===== config.mk =====
export PLATFORM = sky130hd
export DESIGN_NAME = common_dffram_fifo_ctrl
export DESIGN_NICKNAME = d
export VERILOG_FILES = /design/src/rtl/common_dffram_fifo_ctrl_pkg.sv /design/src/rtl/common_dffram_fifo_ctrl.sv
export SDC_FILE = /design/constraint.sdc
export NUM_CORES = 1
export LEC_CHECK = 0
export CAP_MARGIN = 10
export CORE_MARGIN = 5
export CORE_UTILIZATION = 45
export CTS_CLUSTER_SIZE = 16
export DETAILED_ROUTE_END_ITERATION = 10
export PLACE_DENSITY_LB_ADDON = 0.05
export SETUP_SLACK_MARGIN = 0.02
export SLEW_MARGIN = 40
export SYNTH_ARGS = -nofsm -noshare
export SYNTH_HDL_FRONTEND = slang
export SYNTH_SLANG_ARGS = --single-unit

===== constraint.sdc =====
create_clock -name clk -period 6.35 [get_ports clk]
set_input_delay 1.27 -clock clk [delete_from_list [all_inputs] [get_ports clk]]
set_output_delay 1.27 -clock clk [all_outputs]
set_load 0.02 [all_outputs]

===== src/rtl/common_dffram_fifo_ctrl_pkg.sv =====
// Shared types for the DFF-RAM FIFO controller.
// Defines the single-port RAM operation selected each cycle.
// No logic lives here; the controller imports these names.
package common_dffram_fifo_ctrl_pkg;

    // One RAM access per cycle at most: idle, head refill, or store of a push.
    typedef enum logic [1:0] {
        RAM_IDLE  = 2'd0,
        RAM_READ  = 2'd1,
        RAM_WRITE = 2'd2
    } ram_op_e;

endpackage


===== src/rtl/common_dffram_fifo_ctrl.sv =====
// Valid/ready FIFO built from a single-port DFF RAM plus a registered head stage.
// Latency: push into an empty FIFO shows on pop_valid next cycle; RAM entries reach the head one cycle after refill.
// Backpressure: a head refill owns the RAM port, so push_ready drops that cycle (comb path from pop_ready to push_ready).
module common_dffram_fifo_ctrl
    import common_dffram_fifo_ctrl_pkg::*;
#(
    parameter int DATA_WIDTH = 8,
    parameter int ADDR_WIDTH = 2
) (
    input  logic                  clk,
    input  logic                  reset,
    input  logic                  flush,
    input  logic                  push_valid,
    output logic                  push_ready,
    input  logic [DATA_WIDTH-1:0] push_data,
    output logic                  pop_valid,
    input  logic                  pop_ready,
    output logic [DATA_WIDTH-1:0] pop_data,
    output logic [ADDR_WIDTH+1:0] level,
    output logic [ADDR_WIDTH-1:0] ram_addr,
    output logic                  ram_en,
    output logic                  ram_we,
    output logic [DATA_WIDTH-1:0] ram_din,
    input  logic [DATA_WIDTH-1:0] ram_dout
);

    localparam int DEPTH = 1 << ADDR_WIDTH;
    localparam int CNT_W = ADDR_WIDTH + 1;
    localparam int LVL_W = ADDR_WIDTH + 2;

    // Controller state: RAM pointers, RAM-resident count, and the head stage.
    logic [ADDR_WIDTH-1:0] r_wr_ptr;
    logic [ADDR_WIDTH-1:0] r_rd_ptr;
    logic [CNT_W-1:0]      r_cnt;
    logic                  r_head_vld;
    logic [DATA_WIDTH-1:0] r_head_dat;

    // Per-cycle decisions.
    logic    w_cnt_zero;
    logic    w_cnt_full;
    logic    w_head_free;
    logic    w_pop_fire;
    logic    w_refill;
    logic    w_push_rdy;
    logic    w_push_fire;
    logic    w_bypass;
    logic    w_write;
    ram_op_e w_ram_op;

    // Derive refill/bypass/write; a refill always takes the port ahead of a push.
    always_comb begin
        w_cnt_zero  = (r_cnt == '0);
        w_cnt_full  = (r_cnt == CNT_W'(DEPTH));
        w_head_free = !r_head_vld | pop_ready;
        w_pop_fire  = r_head_vld & pop_ready;
        w_refill    = !w_cnt_zero & w_head_free & !flush;
        // reset gates the ready so nothing is accepted while the block is held in reset
        w_push_rdy  = reset & !flush & !w_refill & !w_cnt_full;
        w_push_fire = push_valid & w_push_rdy;
        // bypass only when the RAM is empty, so the head is never younger than RAM data
        w_bypass    = w_push_fire & w_cnt_zero & w_head_free;
        w_write     = w_push_fire & !w_bypass;
    end

    // Select the single RAM operation for this cycle.
    always_comb begin
        w_ram_op = RAM_IDLE;
        if (w_refill) begin
            w_ram_op = RAM_READ;
        end else if (w_write) begin
            w_ram_op = RAM_WRITE;
        end
    end

    // Drive the RAM port from the selected operation.
    always_comb begin
        ram_en   = (w_ram_op != RAM_IDLE);
        ram_we   = (w_ram_op == RAM_WRITE);
        ram_addr = (w_ram_op == RAM_READ) ? r_rd_ptr : r_wr_ptr;
        ram_din  = push_data;
    end

    // Pointer and count bookkeeping; refill and write never coincide.
    always_ff @(posedge clk or negedge reset) begin
        if (!reset) begin
            r_wr_ptr <= '0;
            r_rd_ptr <= '0;
            r_cnt    <= '0;
        end else if (flush) begin
            // RAM contents are left stale; only the bookkeeping is cleared
            r_wr_ptr <= '0;
            r_rd_ptr <= '0;
            r_cnt    <= '0;
        end else if (w_refill) begin
            r_rd_ptr <= r_rd_ptr + ADDR_WIDTH'(1);
            r_cnt    <= r_cnt - CNT_W'(1);
        end else if (w_write) begin
            r_wr_ptr <= r_wr_ptr + ADDR_WIDTH'(1);
            r_cnt    <= r_cnt + CNT_W'(1);
        end
    end

    // Head stage: load from RAM on refill, from the producer on bypass, empty on a bare pop.
    always_ff @(posedge clk or negedge reset) begin
        if (!reset) begin
            r_head_vld <= 1'b0;
            r_head_dat <= '0;
        end else if (flush) begin
            r_head_vld <= 1'b0;
        end else if (w_refill) begin
            r_head_vld <= 1'b1;
            r_head_dat <= ram_dout;
        end else if (w_bypass) begin
            r_head_vld <= 1'b1;
            r_head_dat <= push_data;
        end else if (w_pop_fire) begin
            r_head_vld <= 1'b0;
        end
    end

    // Outputs; level depends only on registered state.
    always_comb begin
        push_ready = w_push_rdy;
        pop_valid  = r_head_vld;
        pop_data   = r_head_dat;
        level      = LVL_W'(r_cnt) + LVL_W'(r_head_vld);
    end

endmodule


Word-level counts from Yosys, hierarchy flattened. Index checks and enable logic that the tools add are counted.

Register bits after elaboration: 16. Output and inout bits: 26. Logic and storage cells: 58.

$add $sub $neg: 5. Equal/unequal tests: 4. Mux-type cells: 17. Bitwise logic cells: 12. Reductions and logical operators: 15.

Operators by type and width (count): $mux W2 (8); $mux W8 (2); $and A1 B1 Y1 (10); $mux W3 (3); $reduce_bool A2 Y1 (4); $logic_not A1 Y1 (6); $add A2 B1 Y2 const B (2); $add A3 B1 Y4 (1); $mux W1 (4); $reduce_and A2 Y1 (2); $reduce_bool A4 Y1 (1); $add A3 B1 Y3 const B (1); $eq A3 B3 Y1 const B (1); $logic_not A3 Y1 (1); $reduce_bool A3 Y1 (1); $sub A3 B1 Y3 const B (1); $eq A2 B1 Y1 const B (1); $eq A2 B2 Y1 const B (1); $ne A2 B2 Y1 const B (1); $not A1 Y1 (1); $or A1 B1 Y1 (1).

Longest topological paths before layout.
Depth in word-level cells: 16. Gate-level depth with buffers: 7. Mapped depth without buffers: 6.

Worst setup path before layout. Ideal clock, no wire load.

Kind: input to output. Start: input port pop_ready. End: output port ram_addr[0]. Data arrival time: 2.031 ns. Path slack: 3.049 ns. Stages on the path: 3. Cell sequence: nor2b_4 > or3_4 > mux2_4.

Cells in the longest elaborated chain, start to end: 15.

RTL lines: start, declared (RTL line common_dffram_fifo_ctrl.sv:17) `input logic pop_ready,`; $or A1 B1 Y1 * (RTL line common_dffram_fifo_ctrl.sv:54) `w_head_free = !r_head_vld | pop_ready;`; $and A1 B1 Y1 (2 in series) (RTL line common_dffram_fifo_ctrl.sv:56) `w_refill = !w_cnt_zero & w_head_free & !flush;`; $logic_not A1 Y1 (RTL line common_dffram_fifo_ctrl.sv:58) `w_push_rdy = reset & !flush & !w_refill & !w_cnt_full;`; $and A1 B1 Y1 (2 in series) (RTL line common_dffram_fifo_ctrl.sv:58); $and A1 B1 Y1 (RTL line common_dffram_fifo_ctrl.sv:59) `w_push_fire = push_valid & w_push_rdy;`; $and A1 B1 Y1 (2 in series) (RTL line common_dffram_fifo_ctrl.sv:61) `w_bypass = w_push_fire & w_cnt_zero & w_head_free;`; $logic_not A1 Y1 (RTL line common_dffram_fifo_ctrl.sv:62) `w_write = w_push_fire & !w_bypass;`; $and A1 B1 Y1 (RTL line common_dffram_fifo_ctrl.sv:62); $mux W2 (RTL line common_dffram_fifo_ctrl.sv:70) `end else if (w_write) begin`; $mux W2 * (RTL line common_dffram_fifo_ctrl.sv:68) `if (w_refill) begin`; $eq A2 B1 Y1 * (RTL line common_dffram_fifo_ctrl.sv:79) `ram_addr = (w_ram_op == RAM_READ) ? r_rd_ptr : r_wr_ptr;`; $mux W2 * (RTL line common_dffram_fifo_ctrl.sv:79); end, declared (RTL line common_dffram_fifo_ctrl.sv:20) `output logic [ADDR_WIDTH-1:0] ram_addr,`.

Mark *: on every way between the ends. The rest lies on a longest branch, timed or not.

Final worst setup path.
Start: input port flush. End: output port ram_addr[1].

Cells in the longest elaborated chain, start to end: 14. Elaborated cells on any way between the ends: 15.

RTL lines: start, declared (RTL line common_dffram_fifo_ctrl.sv:12) `input logic flush,`; $logic_not A1 Y1 * (RTL line common_dffram_fifo_ctrl.sv:56, common_dffram_fifo_ctrl.sv:58); $and A1 B1 Y1 (RTL line common_dffram_fifo_ctrl.sv:56); $logic_not A1 Y1 (RTL line common_dffram_fifo_ctrl.sv:58); $and A1 B1 Y1 (2 in series) (RTL line common_dffram_fifo_ctrl.sv:58); $and A1 B1 Y1 (RTL line common_dffram_fifo_ctrl.sv:59); $and A1 B1 Y1 (2 in series) (RTL line common_dffram_fifo_ctrl.sv:61); $logic_not A1 Y1 (RTL line common_dffram_fifo_ctrl.sv:62); $and A1 B1 Y1 (RTL line common_dffram_fifo_ctrl.sv:62); $mux W2 (RTL line common_dffram_fifo_ctrl.sv:70); $mux W2 * (RTL line common_dffram_fifo_ctrl.sv:68); $eq A2 B1 Y1 * (RTL line common_dffram_fifo_ctrl.sv:79); $mux W2 * (RTL line common_dffram_fifo_ctrl.sv:79).

Marks and branches as above.

==> results.cfg <==
[run_status]
outcome = complete, no violations

[setup_path]
critPathSlowestCell = clkdlybuf4s50_1
critPathLaunchType = input pin
slowest_delay_ns = 0.69
path_cells = clkdlybuf4s50_1 -> or3_4 -> mux2_4 -> clkdlybuf4s50_1
cp_max_fo = 17
r2r_cells = 5
crit_path_frequent_cell = clkdlybuf4s50_1
cp.required_ns = 5.08
crit_family = buffers and inverters
rrSetupSlack_ns = 3.80
end_kind = output port
worstSetupPathType = in -> out
r2r-start = r_cnt[1]
arrival_ns = 3.35
reg2reg_to = r_cnt[2]
worst-path-buf-inv = 2

[synthesis]
synth_fa_ha_area_frac = 0.0404
synth_area_per_cell_um2 = 10.0
synth.distinct_cells = 41
synth_area_um2 = 1110
ys.flop_type = dfrtp_1
yosys.area_share.simple = 0.181
ys_ff_latch = 16
yosys_warnings = 0
ys_async_sr_fraction = 1.00
synth_xor_area_frac = 0.00787
synth_top_family_by_area = compound AO/OA/AOI/OAI gates
synth-edff-count = 0
synth_mux_area_frac = 0.0371
postSynthCellCount = 111
syn_nets = 135
yosysSeqAreaShare = 0.360
synth_compound_area_frac = 0.278

[cts]
clockBufferDepth = 2
clkSinkCount = 16
cts_setup_buffers = 0
cts_inserted_buffers = 3
cts_hold_buf = 0
clk_latency_ns = 0.30
post_cts_resized = 0
clockRootBuffer = clkbuf_4
cts_tree = done
cts.clk_slew.worst_paths_ns = 0.10
cts_htree_levels = 1

[timing]
slew_headroom = 0.592
post-route-period-util = 0.728
setup_tns_ns = 0
clock.fmax_ghz = 0.216
rsz0062_at_grt = false
worst_pin_slew_ns = 0.612
setup_viol = 0
skew_ns = 0.00308
fin_crit_ns = 4.62
slew_viol_final = 0
holdWs_ns = 0.495
setup_ws_ns = 1.73
hold_viol_final = 0

[power]
max-vdd-ir-drop_mv = 0.182
p_leak_uw = 0.000627
p_per_area_nw_per_um2 = 211

[drt]
drc_errors = 0
vias = 1016
dr.pass1.iters = 4
vias_per_cell = 5.77
wl_per_cell_um = 17.5
drt_iter0_drc = 29
drt_wl_total_um = 3070
ant_nets = 0

[grt]
antenna_found_initial = 0
grt_use_total = 0.179
grt_overflow = 0
grt_pass1_wl_um = 4840
grt_max_degree = 21
grt_pass1_vias = 1021

[hold_path]
whs_path_depth = 1
hold_start = pop_data[1]
worstHoldEndpoint = pop_data[1]
hp-class = reg -> reg

[finish]
drive_above_1_share = 0.110
fill_cells = 208
antenna_cells = 0
layout.nets = 171
syn2layout_area_growth_pct = 40.6

[job]
max_cap_viol_count = 0

[place]
pre_cts_ws_ns = 1.74
routabilityCongestion = 0.909
port_buffers = 46
hpwl_um = 2210

[floorplanning]
die_x_um = 59.7
die_h_um = 59.7
coreArea_um2 = 2430
io_pins = 47
die_area_um2 = 3570
rows = 18
initial_core_util = 0.458
==> sequential cells by signal, summed over array words and instances (netlist names) <==
name       cells
pop_data       8
r_wr_ptr       2
pop_valid      1
r_rd_ptr       2
r_cnt          3
==> per-stage QoR <==
stage / total power, uW / util / instances / cell area (um2)
after detailed placement: 261 / 0.626 / 172 / 1520
after global routing: 348 / 0.644 / 176 / 1570
final: 331 / 0.644 / 176 / 1570
after CTS: 334 / 0.641 / 176 / 1560
after floorplan: 199 / - / 111 / 1110
after global placement: 259 / 0.626 / 172 / 1520
==> per-layer routing <==
| metal | vias to the layer above | GRT usage | wire, um |
|---|---|---|---|
| li1 | 492 | - | - |
| met1 | 486 | 0.234 | 1310 |
| met2 | 35 | 0.289 | 1540 |
| met3 | 3 | 0.0410 | 190 |
| met4 | 0 | 0.0601 | 33 |
| met5 | - | 0 | 0 |
==> cell usage after synthesis (3+ instances only) <==
cell / n / area share
buf_2: 4 / 0.018
dfrtp_1: 16 / 0.36
a31oi_1: 9 / 0.051
or3_1: 4 / 0.022
o21ai_0: 4 / 0.018
nor2_1: 4 / 0.013
inv_1: 3 / 0.010
o2bb2ai_1: 8 / 0.063
o31a_1: 8 / 0.063
buf_4: 8 / 0.054
a21oi_1: 4 / 0.018
==> power breakdown <==
part           leakage [uW]  switching [uW]  total [uW]  internal (uW)
registers          0.000210            12.7         131            118
logic              0.000396            61.3         128           66.6
clock network     0.0000210            36.6        71.6           35.0
total              0.000627             111         331            220
==> layout make-up <==
type	instances	area, um2	area share
Timing Repair Buffer	47	468	0.299
Multi-Input combinational cell	76	612	0.391
Inverter	3	11.3	0.00719
Tap cell	30	37.5	0.0240
Clock buffer	4	36.3	0.0232
Sequential cell	16	400	0.256
==> worst max path at each step <==
stage	start	endpoint	slack, ns	cells after the start
4_1_cts	flush	ram_addr[1]	1.73	4
5_1_grt	flush	ram_addr[1]	1.64	4
6_report	flush	ram_addr[1]	1.73	4
3_5_place_dp	flush	ram_addr[1]	1.74	4
2_1_floorplan	pop_ready	ram_addr[0]	3.05	3
3_3_place_gp	flush	ram_addr[1]	1.77	4
==> logic make-up (layout without fill, tap and decap cells) <==
| logic type | after synthesis | after routing |
|---|---|---|
| flip-flops | 16 | 16 |
| AND/OR/NAND/NOR | 28 | 28 |
| adder cells (fa/ha/maj) | 3 | 3 |
| XOR/XNOR | 1 | 1 |
| buffers and inverters | 19 | 54 |
| AO/OA/AOI/OAI | 41 | 41 |
| multiplexers | 3 | 3 |
==> placed cells by master (no fill, tap or decap), types with 3 or more instances in the layout <==
cell type / n
dfrtp_1: 16
or3_1: 4
a31oi_1: 9
nor2_1: 4
o31a_1: 8
o2bb2ai_1: 8
a21oi_1: 4
inv_1: 3
o21ai_0: 4
clkdlybuf4s50_1: 46
clkbuf_4: 3
(Power assumes the default switching activity.)
==> RTL edit 1: new RTL, same flow settings <==
Register the output `level`, with the module's reset; this adds one clock of latency there. The other outputs are not delayed to match. Comments in the files are not updated.
--- a/src/rtl/common_dffram_fifo_ctrl.sv
+++ b/src/rtl/common_dffram_fifo_ctrl.sv
@@ -27,6 +27,8 @@
     localparam int DEPTH = 1 << ADDR_WIDTH;
     localparam int CNT_W = ADDR_WIDTH + 1;
     localparam int LVL_W = ADDR_WIDTH + 2;
+
+    logic [ADDR_WIDTH+1:0] level_d;
 
     // Controller state: RAM pointers, RAM-resident count, and the head stage.
     logic [ADDR_WIDTH-1:0] r_wr_ptr;
@@ -123,7 +125,15 @@
         push_ready = w_push_rdy;
         pop_valid  = r_head_vld;
         pop_data   = r_head_dat;
-        level      = LVL_W'(r_cnt) + LVL_W'(r_head_vld);
+        level_d    = LVL_W'(r_cnt) + LVL_W'(r_head_vld);
+    end
+
+    always_ff @(posedge clk or negedge reset) begin
+        if (!reset) begin
+            level <= '0;
+        end else begin
+            level <= level_d;
+        end
     end
 
 endmodule
Check against the original RTL: not equivalent (Yosys sat finds a counterexample within 4 cycles, from zero or initial values and one cycle with reset low).
==> RTL edit 1 against the original RTL <==
Sequential cell count increased by 4. Highest routed layer unchanged. Worst setup slack got worse by 0.30 ns. Final area fell by 2.3%. Critical path type unchanged. Via count shrank 14%. Synthesized area down 1.1%. Routed wire length decreased by 22%.
Power is not compared: it rests on default switching activity, and its combinational part moved more than twofold at a synthesized area within 25%.
==> RTL edit 1: results (changes against the original RTL) <==
metric;value;unit;change
global-route wire length before repair;3860;um;-20%
non-clk buf share;0.306;;+0.00709
Post-Place Cell Area;1510;sq um;-1.1%
syn_nets;130;;-3.7%
clkbuf count;3;;-1
R2R Path Start;r_cnt[2];;
final net count;168;;-1.8%
vias in the first global route;835;;-18%
gp weighted congestion;0.807;;-11%
met2 wire length;1120;um;-27%
CP max stage delay;0.62;ns;-0.07 ns
largest net degree at the start of global routing;23;;+9.5%
RR Endpoint;r_cnt[1];;
Min-Delay Startpoint;r_wr_ptr[1];;
R2R depth;6;;+1
fin cells;172;;-2.3%
routed vias;875;;-14%
number of DRC markers in iteration 0;20;;-31%
Worst Setup SP;pop_ready;;
hpwl dp;1820;um;-18%
Adder-Cell Fraction of Synth Area;0.0409;;+0.000460
comb_multi_in;69;;-9.2%
hold_ws;0.546;ns;+0.0508 ns
post-synthesis xor/xnor area fraction;0.0239;;+0.0160
Reg area;500;sq um;+25%
final core area utilization;0.634;;-0.00904
Synth top cells by count;dfrtp_1 (20), nor2_1 (13), mux2i_1 (10);;
worst-path fanout max;20;;+3
multi-input combinational area share;0.320;;-0.0709
# fillers;205;;-1.4%
total track usage;0.141;;-0.0378
metal3 WL;173;um;-8.9%
status;finished clean;;
Clock buffers and inverters, area share;0.0147;;-0.00845
Core ar.;2410;sq um;-0.93%
number of clock sinks;20;;+4
worst clock skew;0.00722;ns;+0.00414 ns
part of the Yosys area used for sequential elements;0.455;;+0.0950
GRT met1 Usage;0.187;;-0.0476
met3 Usage GRT;0.0261;;-0.0149
WL met1;1060;um;-19%
Synth area leaders;dfrtp_1 (45%), mux2i_1 (9.1%), buf_4 (5.5%);;
Slew HR;0.551;;-0.0403
wire length per cell;13.9;um;-21%
[RTL edit 1: cell count changes after synthesis, sizes merged, moves of 2 or more]
| cell | before | now |
|---|---|---|
| o2bb2ai | 8 | 0 |
| nor2 | 4 | 13 |
| a21oi | 4 | 9 |
| o31a | 8 | 1 |
| or4 | 2 | 0 |
| nand3b | 0 | 2 |
| o31ai | 2 | 0 |
| mux2i | 0 | 10 |
| dfrtp | 16 | 20 |
| a31oi | 9 | 2 |
[RTL edit 1: where the power goes]
group	leakage, nW	internal (mW)	switching (mW)
clock network	0.0138	0.0220	0.0339
logic	0.431	0.146	0.145
registers	0.252	0.172	0.0326
[RTL edit 1: kinds of logic after synthesis]
logic type | count (synthesis)
DFF | 20
xor gates and xnor gates | 3
and+or+nand+nor | 32
AOI/OAI and AO/OA | 18
buffers and inverters | 17
muxes | 13
adders and majority gates | 3
[RTL edit 1: worst max-delay path: cells and delay by family]
family | cells | cell delay (ns)
and+or+nand+nor | 2 | 1.02
buffers and inverters | 2 | 0.94
muxes | 1 | 0.41
==> RTL edit 2: new RTL, same settings <==
Made on the original files. The parameter `DATA_WIDTH` goes from 8 to 12.
--- a/src/rtl/common_dffram_fifo_ctrl.sv
+++ b/src/rtl/common_dffram_fifo_ctrl.sv
@@ -4,7 +4,7 @@
 module common_dffram_fifo_ctrl
     import common_dffram_fifo_ctrl_pkg::*;
 #(
-    parameter int DATA_WIDTH = 8,
+    parameter int DATA_WIDTH = 12,
     parameter int ADDR_WIDTH = 2
 ) (
     input  logic                  clk,
Interface: changed (resized pop_data, push_data, ram_din and ram_dout); port bits go from 47 to 63. No check against the original RTL was run, so the function may have changed too.
==> RTL edit 2 against the original RTL <==
Synthesized area rose by 30%. Critical path depth rose by 2. Largest power group is now combinational logic. Clock skew barely moved. Sequential cell count rose by 4. Largest cell class unchanged. Power rose by 77%. Worst setup slack got worse by 0.32 ns. Clock power rose by 48%. Core utilization rose by 2.3 points. Combinational power rose by 120%. Final area rose by 31%. Register-to-register slack got worse by 0.41 ns. Routed wire length rose by 33%.
==> RTL edit 2: results (changes against the original RTL) <==
metric;value;unit;change
status;finished clean;;
share of cells above drive strength 1;0.108;;-0.00134
total track usage;0.194;;+0.0154
Clock Pin Slew Worst Setup and Hold Paths;0.12;ns;+0.02 ns
Async S/R FF share, synth;1.00;;unchanged
max reg flops;12;;+4
setup repair bufs after CTS;0;;unchanged
# H-tree levels;1;;unchanged
register-to-register setup slack;3.39;ns;-0.41 ns
cts repair resizes;0;;unchanged
hpwl dp;2960;um;+34%
antenna violations before repair;0;;unchanged
Cell variety after synth;42;;+2.4%
number of DRC markers in iteration 0;134;;+360%
Least-Margin Pin Slew;0.752;ns;+0.140 ns
Synth top cells by count;dfrtp_1 (20), buf_4 (12), clkbuf_1 (12);;
vias in the first global route;1528;;+50%
Synth area leaders;dfrtp_1 (35%), buf_4 (6.2%), o31a_1 (6.1%);;
Main synth FF type;dfrtp_1;;
# fillers;273;;+31%
Buffers on Ports;62;;+35%
Critical Path AT;3.67;ns;+0.32 ns
gp weighted congestion;0.816;;-10%
min-delay worst type;register to register;;
worst clock skew;0.00292;ns;-0.000157 ns
YS warnings;0;;unchanged
antenna viol nets, final;0;;unchanged
part of the Yosys area used for sequential elements;0.346;;-0.0132
syn_nets;185;;+37%
CP max stage delay;0.55;ns;-0.14 ns
Worst path slowest cell;nor3_2;;
CTS Buf Count;3;;unchanged
latest clock arrival within the worst-skew pair;0.30;ns;about the same
DR pass1 iterations;4;;unchanged
antenna diode instance count;0;;unchanged
Leakage;0.761;nW;+21%
root buf cell;clkbuf_4;;
vias per inst;5.97;;+3.4%
worst-path fanout max;25;;+8
wire length per cell;17.1;um;-1.8%
buffer depth of the longest clock path;2;;unchanged
final net count;227;;+33%
global-route wire length before repair;6840;um;+42%
Max IR drop VDD;0.144;mV;-21%
largest net degree at the start of global routing;40;;+90%
[RTL edit 2: cell count changes after synthesis, moves of 3 or more]
cell / before / now
or4_1: 2 / 7
inv_1: 3 / 6
o2bb2ai_1: 8 / 1
buf_4: 8 / 12
nor4b_1: 0 / 5
or4b_2: 0 / 7
clkbuf_1: 2 / 12
o31ai_1: 2 / 9
nor4_1: 0 / 7
dfrtp_1: 16 / 20
[RTL edit 2: worst paths after layout]
check / cells after the start / endpoint / startpoint
max: 6 / ram_addr[1] / pop_ready
min: 2 / r_wr_ptr[1] / r_wr_ptr[1]
max reg2reg: 7 / r_cnt[1] / pop_valid
min reg2reg: 2 / r_wr_ptr[1] / r_wr_ptr[1]
max in group asynchronous: 2 / pop_data[11] / reset
min in group asynchronous: 1 / r_rd_ptr[1] / reset
[RTL edit 2: power by group]
part	internal, mW	total (mW)	switching (mW)
Combinational	0.145	0.282	0.137
Sequential	0.169	0.196	0.0277
Clock	0.0637	0.106	0.0422
[RTL edit 2: cell type report]
type,count,area share
multi-input cells,97,0.373
repair buffers,66,0.317
flip-flops and latches,20,0.244
well taps,44,0.0268
clock inverters,1,0.0146
inverters,7,0.0128
clock buffers,3,0.0110
[RTL edit 2: worst max-delay path, delay by kind of cell]
family                 cells  cell delay (ns)
buffers and inverters      3             1.32
AND/OR/NAND/NOR            2             0.68
multiplexers               1             0.41
[RTL edit 2: cell families (layout without fill, tap and decap cells)]
family | count (synthesis) | in the layout | synth area share
adder cells (fa/ha/maj) | 3 | 3 | 0.0312
buffers and inverters | 36 | 77 | 0.137
AO/OA/AOI/OAI | 46 | 46 | 0.229
multiplexers | 3 | 3 | 0.0216
AND/OR/NAND/NOR | 43 | 43 | 0.223
XOR/XNOR | 2 | 2 | 0.0121
flip-flops | 20 | 20 | 0.346
[RTL edit 2: through the flow]
stage	std cells	setup slack, ns	hold slack, ns	cell area, sq um	utilization
2_1_floorplan	153	2.64	0.515	1450	-
3_3_place_gp	234	1.34	0.526	1990	0.646
3_5_place_dp	234	1.24	0.549	1990	0.648
4_1_cts	238	1.25	0.567	2050	0.665
5_1_grt	238	1.28	0.593	2050	0.666
6_report	238	1.41	0.559	2050	0.666
[RTL edit 2: per-layer routing]
metal	track usage	wire length, um	vias to the layer above
li1	-	-	669
met1	0.237	1750	698
met2	0.351	2080	49
met3	0.0320	208	4
met4	0.0482	31	0
met5	0	0	-
